### src/rtl/fcfs_pkg.sv
`default_nettype none
// ============================================================================
// Module   : fcfs_pkg
// Brief    : Shared types, defaults and one-hot helper for the grant sequencer.
// Revision : 1.0
// ============================================================================
package fcfs_pkg;

  localparam int NREQ_DEF = 4;
  localparam int DW_DEF   = 8;
  localparam int LENW_DEF = 4;

  typedef enum logic [1:0] {
    S_IDLE    = 2'd0,
    S_XFER    = 2'd1,
    S_DONE    = 2'd2,
    S_RELEASE = 2'd3
  } state_t;

  typedef struct packed {
    logic [4:0] idx;
    logic       valid;
  } onehot_t;

  // valid is set only when exactly one bit of vec is high
  function automatic onehot_t onehot_idx(input logic [31:0] vec);
    onehot_t r;
    int      cnt;
    r   = '0;
    cnt = 0;
    for (int i = 0; i < 32; i++) begin
      if (vec[i]) begin
        r.idx = 5'(i);
        cnt++;
      end
    end
    r.valid = (cnt == 1);
    return r;
  endfunction

endpackage
`default_nettype wire

### src/rtl/fcfs_grant_decode.sv
`default_nettype none
// ============================================================================
// Module   : fcfs_grant_decode
// Brief    : Combinational one-hot check and index encode of the grant vector.
// Revision : 1.0
// ============================================================================
module fcfs_grant_decode
  import fcfs_pkg::*;
#(
  parameter int NREQ = NREQ_DEF
) (
  input  logic [NREQ-1:0]         i_grant,
  output logic [$clog2(NREQ)-1:0] o_idx,
  output logic                    o_is_onehot,
  output logic                    o_is_multihot
);

  localparam int c_IW = $clog2(NREQ);

  onehot_t w_res;

  always_comb begin
    w_res         = onehot_idx(32'(i_grant));
    o_idx         = c_IW'(w_res.idx);
    o_is_onehot   = w_res.valid;
    o_is_multihot = (|i_grant) && !w_res.valid;
  end

endmodule
`default_nettype wire

### src/rtl/fcfs_grant_sequencer.sv
`default_nettype none
// ============================================================================
// Module   : fcfs_grant_sequencer
// Brief    : Turns a one-hot FCFS grant into a bounded valid/ready burst.
// Revision : 1.0
// ============================================================================
module fcfs_grant_sequencer
  import fcfs_pkg::*;
#(
  parameter int NREQ = NREQ_DEF,
  parameter int DW   = DW_DEF,
  parameter int LENW = LENW_DEF
) (
  input  logic                    clk,
  input  logic                    reset,
  input  logic [NREQ-1:0]         grant,
  input  logic [NREQ*DW-1:0]      req_data,
  input  logic [NREQ*LENW-1:0]    req_len,
  output logic [NREQ-1:0]         data_ack,
  output logic [NREQ-1:0]         done,
  output logic                    out_valid,
  output logic [DW-1:0]           out_data,
  output logic [$clog2(NREQ)-1:0] out_id,
  output logic                    out_last,
  input  logic                    out_ready,
  output logic                    busy,
  output logic [1:0]              err
);

  localparam int c_IW = $clog2(NREQ);

  state_t            r_state, w_state_nxt;
  logic [c_IW-1:0]   r_owner, w_owner_nxt;
  logic [LENW-1:0]   r_beats, w_beats_nxt;
  logic              r_valid, w_valid_nxt;
  logic [DW-1:0]     r_data,  w_data_nxt;
  logic              r_last,  w_last_nxt;
  logic [NREQ-1:0]   r_ack,   w_ack_nxt;
  logic [NREQ-1:0]   r_done,  w_done_nxt;
  logic              r_busy,  w_busy_nxt;
  logic [1:0]        r_err,   w_err_nxt;

  logic [c_IW-1:0]   w_dec_idx;
  logic              w_dec_onehot;
  logic              w_dec_multihot;
  logic [NREQ-1:0]   w_owner_mask;
  logic [DW-1:0]     w_owner_data;
  logic [DW-1:0]     w_new_data;
  logic [LENW-1:0]   w_new_len;
  logic              w_grant_lost;

  fcfs_grant_decode #(.NREQ(NREQ)) u_decode (
    .i_grant       (grant),
    .o_idx         (w_dec_idx),
    .o_is_onehot   (w_dec_onehot),
    .o_is_multihot (w_dec_multihot)
  );

  always_comb begin
    w_owner_mask          = '0;
    w_owner_mask[r_owner] = 1'b1;
    w_owner_data          = req_data[r_owner*DW +: DW];
    w_new_data            = req_data[w_dec_idx*DW +: DW];
    w_new_len             = req_len[w_dec_idx*LENW +: LENW];
    w_grant_lost          = ((grant & w_owner_mask) == '0) || ((grant & ~w_owner_mask) != '0);
  end

  always_comb begin
    w_state_nxt = r_state;
    w_owner_nxt = r_owner;
    w_beats_nxt = r_beats;
    w_valid_nxt = r_valid;
    w_data_nxt  = r_data;
    w_last_nxt  = r_last;
    w_ack_nxt   = '0;
    w_done_nxt  = '0;
    w_err_nxt   = r_err;
    case (r_state)
      S_IDLE: begin
        if (w_dec_onehot) begin
          w_owner_nxt = w_dec_idx;
          w_beats_nxt = w_new_len;
          w_valid_nxt = 1'b1;
          w_data_nxt  = w_new_data;
          w_last_nxt  = (w_new_len == '0);
          w_state_nxt = S_XFER;
        end else if (w_dec_multihot) begin
          w_err_nxt[0] = 1'b1;
        end
      end
      S_XFER: begin
        // a vanished or contested grant aborts the burst without a done pulse
        if (w_grant_lost) begin
          w_err_nxt[1] = 1'b1;
          w_valid_nxt  = 1'b0;
          w_last_nxt   = 1'b0;
          w_state_nxt  = S_RELEASE;
        end else if (r_valid && out_ready) begin
          w_ack_nxt = w_owner_mask;
          if (r_last) begin
            w_valid_nxt = 1'b0;
            w_last_nxt  = 1'b0;
            w_state_nxt = S_DONE;
          end else begin
            if (r_beats != '0) begin
              w_beats_nxt = r_beats - 1'b1;
            end
            w_last_nxt = (r_beats == LENW'(1));
            w_data_nxt = w_owner_data;
          end
        end else begin
          w_data_nxt = w_owner_data;
        end
      end
      S_DONE: begin
        w_done_nxt  = w_owner_mask;
        w_state_nxt = S_RELEASE;
      end
      S_RELEASE: begin
        if (grant == '0) begin
          w_state_nxt = S_IDLE;
        end
      end
      default: w_state_nxt = S_IDLE;
    endcase
    w_busy_nxt = (w_state_nxt != S_IDLE);
  end

  always_ff @(posedge clk) begin
    if (reset) begin
      r_state <= S_IDLE;
      r_owner <= '0;
      r_beats <= '0;
      r_valid <= 1'b0;
      r_data  <= '0;
      r_last  <= 1'b0;
      r_ack   <= '0;
      r_done  <= '0;
      r_busy  <= 1'b0;
      r_err   <= '0;
    end else begin
      r_state <= w_state_nxt;
      r_owner <= w_owner_nxt;
      r_beats <= w_beats_nxt;
      r_valid <= w_valid_nxt;
      r_data  <= w_data_nxt;
      r_last  <= w_last_nxt;
      r_ack   <= w_ack_nxt;
      r_done  <= w_done_nxt;
      r_busy  <= w_busy_nxt;
      r_err   <= w_err_nxt;
    end
  end

  assign data_ack  = r_ack;
  assign done      = r_done;
  assign out_valid = r_valid;
  assign out_data  = r_data;
  assign out_id    = r_owner;
  assign out_last  = r_last;
  assign busy      = r_busy;
  assign err       = r_err;

endmodule
`default_nettype wire

### config.mk
export PLATFORM = sky130hd
export DESIGN_NAME = fcfs_grant_sequencer
export DESIGN_NICKNAME = d
export VERILOG_FILES = /design/src/rtl/fcfs_pkg.sv /design/src/rtl/fcfs_grant_decode.sv /design/src/rtl/fcfs_grant_sequencer.sv
export SDC_FILE = /design/constraint.sdc
export NUM_CORES = 1
export LEC_CHECK = 0
export CAP_MARGIN = 0
export CORE_MARGIN = 8
export CORE_UTILIZATION = 46
export CTS_CLUSTER_SIZE = 25
export DETAILED_ROUTE_END_ITERATION = 7
export PLACE_DENSITY = 0.85
export SLEW_MARGIN = 20
export SYNTH_ARGS = -nofsm -noshare
export SYNTH_HDL_FRONTEND = slang
export SYNTH_HIERARCHICAL = 1
export SYNTH_SLANG_ARGS = --single-unit
### constraint.sdc
create_clock -name clk -period 9.8 [get_ports clk]
set_clock_uncertainty 0.05 [all_clocks]
set_input_delay 2.94 -clock clk [delete_from_list [all_inputs] [get_ports clk]]
set_output_delay 2.94 -clock clk [all_outputs]
set_load 0.005 [all_outputs]
==> results.cfg, run 1 <==
[run_status]
outcome = finished, final reports clean

[synthesis]
synth-seq-area-share_pct = 31.6
synth_fa_ha_area_share_pct = 4.77
synth_cell_type_count = 47
syn-num-nets = 255
synth-xor-area-share_pct = 0.954
dominantRegCellSynth = dfxtp_1
synth_top_family_by_area = simple AND/OR/NAND/NOR gates
ys_top_cells_by_count = 29 x dfxtp_1, 24 x nor2_1, 19 x nand2b_1
synth-warning-count = 6
synth.cell_area_um2 = 1840
synth.most_common_cell = dfxtp_1
synth_area_leaders = dfxtp_1 32%, mux4_2 12%, nand2b_1 6.5%, nor2_1 4.9%, ha_1 4.8%
syn_inst = 193
muxShareOfSynthArea_pct = 21.9
synth_compound_area_share_pct = 12.1
yosysTopAreaCell = dfxtp_1
ys_async_sr_fraction_pct = 0
synth_top_area_share_pct = 31.6
synth_edf_count = 0
syn_area_per_cell_um2 = 9.51
synth_seq_cells = 29
synth-simple-area-share_pct = 24.2

[placed_design]
dp_cells = 312
port_buffers = 77
hpwlAfterDp_um = 4300
gp_congestion = 0.856

[clock_tree]
clk_path_buf_depth = 2
cts-resized-gates = 0
cts_tree = built
clkSinkCount = 29
htree_num_levels = 2
post_cts_buffers = 0
numCtsBuffers = 5
clkSlewWorstSetupHoldPaths_ns = 0.06
postCtsHoldBufs = 0
cts_root_buf = clkbuf_8
clk_latency_ns = 0.28

[sta]
final-setup-viol-count = 0
finalSetupTns_ns = 0
max_slew_margin_pct = 45.8
min_period_over_period_pct = 59.9
period_needed_ns = 5.87
fmax_mhz = 170
max_slew.worst_pin.slew_ns = 0.811
final_max_slew_viol_count = 0
hold_viol = 0
rsz0062_at_grt = no

[detailed_routing]
vias_per_cell = 5.58
via_count = 1784
avgRoutedWirePerCell_um = 17.1
wl_met1_um = 2030
top_layer_used = met4
post-route-drc-count = 0
met2_length_um = 2950
final_antenna_net_count = 0
routed_wl_um = 5460
first_pass_iters = 4
wl_met3_um = 352
drtIter0Drc = 124

[global_routing]
grt_antenna_before_repair = 0
track_usage_pct = 16.9
grt_first_pass_wirelength_um = 8220
grt_pass1_vias = 1734
grt_max_degree = 35
overflow = 0

[floorplanning]
io_pins = 78
initial_utilization_pct = 46.9
die_w_um = 79.2
placementRows = 23
core_area_um2 = 3910
die_y_um = 79.2
die-area_um2 = 6270

[hold_path]
min_path_type = register to register
holdPathStages = 2

[finish]
regArea_um2 = 581
antenna_cells = 0
syn_to_final_growth_pct = 49.1
nNetsFinal = 331
fillers = 319
layout-drive-gt1-share_pct = 9.63
stdcell_count = 320
multi_input_area_um2 = 1170

[pwr]
ir_drop_uv = 113
leakage_nw = 1.04
power_density_nw_per_um2 = 157

[worst_setup_path]
cp-end-kind = register
critPathMaxFanout = 6
crit_type = primary input to register
cp.arrival_ns = 5.98
cp-start-kind = primary input
crit_required_ns = 9.92
ff2ff_path_depth = 5

[job]
drv_cap = 0
routing by layer:
| metal | track usage [%] | vias to the layer above |
|---|---|---|
| met4 | 7.96 | 0 |
| met2 | 30.9 | 76 |
| met3 | 4.51 | 13 |
| met1 | 17.4 | 837 |
| met5 | 0 | - |
| li1 | - | 858 |
stage by stage:
stage	hold slack, ns	worst slack [ns]	cell area (um^2)	total power, W	utilization (%)
global placement	0.404	3.79	2620	0.000299	67.0
floorplan	0.410	4.52	1840	0.000240	-
global route	0.450	3.80	2740	0.000451	69.9
detailed placement	0.422	3.68	2620	0.000304	67.0
CTS	0.434	3.95	2740	0.000432	69.9
finish	0.431	3.93	2740	0.000430	69.9
cell usage in the layout, fill, tap and decap left out, types with 2 or more instances in the layout:
cell type        Yosys  final
a32oi_1              2      2
mux2i_1              8      8
ha_1                 7      7
mux4_2              10     10
nor3b_1              3      3
clkbuf_8             0      6
and3b_1              2      2
a21oi_1             11     11
clkdlybuf4s50_1      0     77
nand3b_1             4      4
nand2b_1            19     19
o32ai_1              3      3
o21ai_0              3      3
mux4_1               2      2
o21ai_1              2      2
nor3_1               7      7
nand2_1             11     11
dfxtp_1             29     29
nand3_1              5      5
inv_1                7      7
nor2_1              24     24
and3_1               3      3
cell type report:
type,instances,area share (%)
repair buffers,78,28.4
clock inverters,1,1.10
well taps,50,2.29
clock buffers,7,3.15
multi-input cells,148,42.9
flip-flops and latches,29,21.2
inverters,7,0.960
critical path, stage by stage:
cell	delay, ns
clkdlybuf4s50_1	0.57
inv_1	0.12
ha_1	0.34
xor2_1	0.18
ha_1	0.32
nor2_1	0.04
a211o_1	0.32
and3_2	0.22
and2_0	0.22
a21oi_1	0.35
mux2_1	0.35
cells by family after synthesis:
group | count (synthesis)
flip-flops | 29
adder cells (fa/ha/maj) | 7
buffers and inverters | 16
AO/OA/AOI/OAI | 32
AND/OR/NAND/NOR | 84
multiplexers | 23
XOR/XNOR | 2
state kept, by name (all words and copies together) (netlist names):
| name | cells |
|---|---|
| err | 2 |
| data_ack | 4 |
| r_beats | 4 |
| r_state | 2 |
| done | 4 |
| busy | 1 |
| out_id | 2 |
| out_valid | 1 |
| out_data | 8 |
| out_last | 1 |
power breakdown:
part	switching [W]	internal, W	total (W)	leakage [nW]
Sequential	0.0000159	0.000134	0.000150	0.237
Clock	0.0000442	0.0000827	0.000127	0.0585
Combinational	0.0000667	0.0000869	0.000154	0.749
Total	0.000127	0.000303	0.000430	1.04
worst paths after layout:
path | slack, ns | end | from
min reg2reg | 0.43 | out_data[7] | out_data[7]
min | 0.43 | out_data[7] | out_data[7]
max reg2reg | 7.38 | out_data[5] | r_state[1]
max | 3.93 | r_beats[1] | grant[1]
Power figures use the tool's default switching activity.
==> inputs of run 2 (changes only) <==
CORE_UTILIZATION = 43   (was 46)
PLACE_DENSITY = 0.8   (was 0.85)
clock period = 5.88 ns   (was 9.8 ns; I/O delays follow)
==> run 2 against run 1 <==
  * Flip-flop and latch count stayed put
  * Critical endpoint unchanged
  * Highest routed layer unchanged
  * Core utilization is 2.7 points lower
  * Die area is 5.5% higher
  * First-iteration DRC count is 36% lower
  * Clock power is 66% higher
  * Largest power group unchanged
  * Sequential power is 66% higher
==> results.cfg, run 2 (same netlist as run 1, synthesis figures left out) <==
[sta]
min_period_over_period_pct = 78.7
max_slew.worst_pin.slew_ns = 1.01
finalSetupTns_ns = 0
period_needed_ns = 4.63
final_max_slew_viol_count = 0
fmax_mhz = 216
max_slew_margin_pct = 32.3
rsz0062_at_grt = no
final-setup-viol-count = 0
hold_viol = 0

[pwr]
power_w = 0.000710
leakage_nw = 1.04
power_density_nw_per_um2 = 260
ir_drop_uv = 136

[worst_setup_path]
cp-end-kind = register
path_buf_inv = 2
cp_slowest_cell = clkdlybuf4s50_1
crit_type = primary input to register
cp_top_family = buffers and inverters
cpPeakStageDelay_ns = 0.56
crit_required_ns = 5.99
reg2reg_from = r_state[1]
rrSetupSlack_ns = 3.48
critPathMaxFanout = 6
path_common_cell = ha_1
r2r_end = out_data[5]
ff2ff_path_depth = 5
worstPathCellList = clkdlybuf4s50_1 -> inv_1 -> ha_1 -> xor2_1 -> ha_1 -> nor2_1 -> a211o_1 -> and3_2 -> and2_0 -> a21oi_1 -> mux2_1
cp-start-kind = primary input
cp.arrival_ns = 4.74

[hold_path]
min_from = out_data[3]
holdPathStages = 2
min_path_type = register to register
worst_hold_path.endpoint = out_data[3]

[finish]
layout-drive-gt1-share_pct = 9.29
fillers = 343
multi_input_area_um2 = 1170
regArea_um2 = 581
largest_reg_flops = 8
syn_to_final_growth_pct = 48.7
final_cell_mix = 77 x clkdlybuf4s50_1, 29 x dfxtp_1, 24 x nor2_1, 19 x nand2b_1
nNetsFinal = 330
antenna_cells = 0
final_common_cell = clkdlybuf4s50_1

[detailed_routing]
top_layer_used = met4
wl_met1_um = 1910
met2_length_um = 2740
post-route-drc-count = 0
vias_per_cell = 5.53
drtIter0Drc = 79
routed_wl_um = 5140
wl_met3_um = 425
final_antenna_net_count = 0
avgRoutedWirePerCell_um = 16.1
via_count = 1763
first_pass_iters = 4

[placed_design]
gp_congestion = 0.860
hpwlAfterDp_um = 4130
port_buffers = 77

[floorplanning]
io_pins = 78
die_y_um = 81.3
die_w_um = 81.3
placementRows = 23
die-area_um2 = 6620
initial_utilization_pct = 45.2
core_area_um2 = 4060

[global_routing]
grt_first_pass_wirelength_um = 8160
grt_pass1_vias = 1711
grt_antenna_before_repair = 0
grt_max_degree = 35
track_usage_pct = 16.1
overflow = 0

[clock_tree]
cts_tree = built
cts-resized-gates = 0
postCtsHoldBufs = 0
clk_latency_ns = 0.28
clk_path_buf_depth = 2
post_cts_buffers = 0
htree_num_levels = 2
clkSlewWorstSetupHoldPaths_ns = 0.06
clkSinkCount = 29
numCtsBuffers = 5
cts_root_buf = clkbuf_8

[run_status]
outcome = finished, final reports clean

[job]
drv_cap = 0
-- run 2: final cells by class --
cell class / count / area share (%)
clock buffer: 7 / 3.16
clock inverter: 1 / 1.10
inverter: 7 / 0.962
multi-input combinational: 148 / 43.0
sequential: 29 / 21.3
tap: 50 / 2.29
timing repair buffer: 77 / 28.2
-- run 2: how the worst max path moves through the flow --
stage                     cells past startpoint          end     start
after floorplan                              11   r_beats[1]  grant[0]
after global placement                       11  out_data[0]  grant[1]
after detailed placement                     11  out_data[1]  grant[1]
after CTS                                    11  out_data[1]  grant[1]
after global routing                         11  out_data[6]  grant[1]
final                                        11   r_beats[1]  grant[1]
-- run 2: worst reg2reg max path, delay by kind of cell (launching register included) --
| kind | cells | cell delay, ns |
|---|---|---|
| DFF | 1 | 0.42 |
| muxes | 3 | 1.24 |
| and+or+nand+nor | 2 | 0.56 |
-- run 2: where the power goes --
group	switching, W	internal [W]
registers	0.0000256	0.000223
clock network	0.0000734	0.000138
logic	0.000106	0.000144
total	0.000205	0.000505
-- run 2: routing by layer --
| layer | GRT usage (%) | vias to the layer above |
|---|---|---|
| met4 | 5.71 | 0 |
| met3 | 5.41 | 7 |
| met1 | 18.0 | 839 |
| li1 | - | 856 |
| met2 | 27.7 | 61 |
| met5 | 0 | - |
-- run 2: per-stage QoR --
| stage | area (um^2) | hold slack, ns | cells | utilization (%) | worst slack (ns) |
|---|---|---|---|---|---|
| after floorplan | 1840 | 0.410 | 193 | - | 1.78 |
| after global placement | 2610 | 0.405 | 311 | 64.4 | 1.04 |
| after detailed placement | 2610 | 0.421 | 311 | 64.4 | 0.993 |
| after CTS | 2730 | 0.432 | 319 | 67.3 | 1.28 |
| after global routing | 2730 | 0.463 | 319 | 67.3 | 1.06 |
| final | 2730 | 0.429 | 319 | 67.3 | 1.25 |
==> inputs of run 3 (changes only) <==
clock period = 4.3 ns   (was 5.88 ns; I/O delays follow)
==> run 3 against run 2 <==
  * Clock power rose by 59%
  * Non-clock buffer count rose by 8
  * Core utilization is 1.9 points higher
  * First-iteration DRC count grew 15%
  * Routed wire length rose by 2.7%
  * Power up 45%
  * Combinational power grew 42%
  * Sequential power is 36% higher
  * Critical path type unchanged
==> results.cfg, run 3 (same netlist as run 1, synthesis figures left out) <==
[run_status]
outcome = finished, final reports clean

[clock_tree]
htree_num_levels = 2
clk_path_buf_depth = 2
cts_tree = built
postCtsHoldBufs = 0
clkSinkCount = 29
clk_latency_ns = 0.28
post_cts_buffers = 0
numCtsBuffers = 5
cts_root_buf = clkbuf_8
clkSlewWorstSetupHoldPaths_ns = 0.07
cts-resized-gates = 0

[job]
drv_cap = 0

[global_routing]
track_usage_pct = 15.3
grt_first_pass_wirelength_um = 7890
grt_max_degree = 25
grt_pass1_vias = 1649
grt_antenna_before_repair = 0
overflow = 0

[floorplanning]
initial_utilization_pct = 45.2
io_pins = 78
die_y_um = 81.3
core_area_um2 = 4060
die-area_um2 = 6620
die_w_um = 81.3
placementRows = 23

[sta]
final-setup-viol-count = 0
fmax_mhz = 256
max_slew.worst_pin.slew_ns = 0.792
hold_viol = 0
rsz0062_at_grt = no
period_needed_ns = 3.90
max_slew_margin_pct = 47.0
finalSetupTns_ns = 0
final_max_slew_viol_count = 0
min_period_over_period_pct = 90.7

[detailed_routing]
final_antenna_net_count = 0
drtIter0Drc = 91
avgRoutedWirePerCell_um = 16.1
first_pass_iters = 4
post-route-drc-count = 0
routed_wl_um = 5280
via_count = 1795
vias_per_cell = 5.49

[worst_setup_path]
crit_type = primary input to register
crit_start = grant[0]
cp.arrival_ns = 4.01
crit_required_ns = 4.42
reg2reg_from = r_state[1]
cp-end-kind = register
cp-start-kind = primary input
critPathMaxFanout = 5

[finish]
nNetsFinal = 338
antenna_cells = 0
syn_to_final_growth_pct = 53.0
largest_reg_flops = 8
layout-drive-gt1-share_pct = 12.3
final_cell_mix = 77 x clkdlybuf4s50_1, 29 x dfxtp_1, 24 x nor2_1, 19 x nand2b_1
final_common_cell = clkdlybuf4s50_1
stdcell_count = 327

[placed_design]
hpwlAfterDp_um = 4260
dp_cells = 319
gp_congestion = 0.896
port_buffers = 77

[pwr]
leakage_nw = 1.09
ir_drop_uv = 321
power_density_nw_per_um2 = 367

[hold_path]
min_from = out_data[1]
min_path_type = register to register
==> run 3: final cells by class <==
class                           count  area [um^2]
Timing Repair Buffer               85          831
Tap cell                           50         62.6
Multi-Input combinational cell    148         1170
Fill cell                         328         1250
Sequential cell                    29          581
Clock inverter                      3         65.1
Clock buffer                        5         68.8
Inverter                            7         26.3
==> run 3: per-stage QoR <==
step                      area [um^2]  util [%]  total power (W)  worst slack, ns  hold slack (ns)
after floorplan                  1840         -         0.000548            0.672            0.410
after global placement           2670      65.9         0.000691            0.217            0.407
after detailed placement         2670      65.9         0.000699            0.105            0.411
after CTS                        2810      69.2          0.00104            0.399            0.428
after global routing             2810      69.2          0.00108            0.230            0.445
final                            2810      69.2          0.00103            0.401            0.427
==> run 3: worst paths after layout <==
kind / endpoint / slack (ns) / cells past startpoint
min reg2reg: out_data[1] / 0.43 / 2
max: r_beats[1] / 0.40 / 11
min: out_data[1] / 0.43 / 2
max reg2reg: out_data[6] / 1.91 / 5
==> run 3: report_power, final <==
group | switching [W] | internal (W) | total (W) | leakage (nW)
logic | 0.000149 | 0.000206 | 0.000355 | 0.782
clock network | 0.000106 | 0.000230 | 0.000336 | 0.0681
registers | 0.0000347 | 0.000305 | 0.000339 | 0.237
total | 0.000289 | 0.000740 | 0.00103 | 1.09
==> run 3: metal layers <==
layer	track usage [%]	routed length, um	up-vias	share of wire, %
li1	-	-	868	-
met1	17.8	1910	841	36
met2	26.6	2830	81	54
met3	4.75	495	5	9.4
met4	3.75	39	0	0.74
met5	0	0	-	0
==> run 3: critical path: stages <==
cell and delay, ns:
clkdlybuf4s50_1 0.49, inv_1 0.07, ha_1 0.35, xor2_1 0.18, ha_1 0.31, nor2_1 0.04, a211o_1 0.31, and3_2 0.22
and2_0 0.22, a21oi_1 0.20, mux2_1 0.35
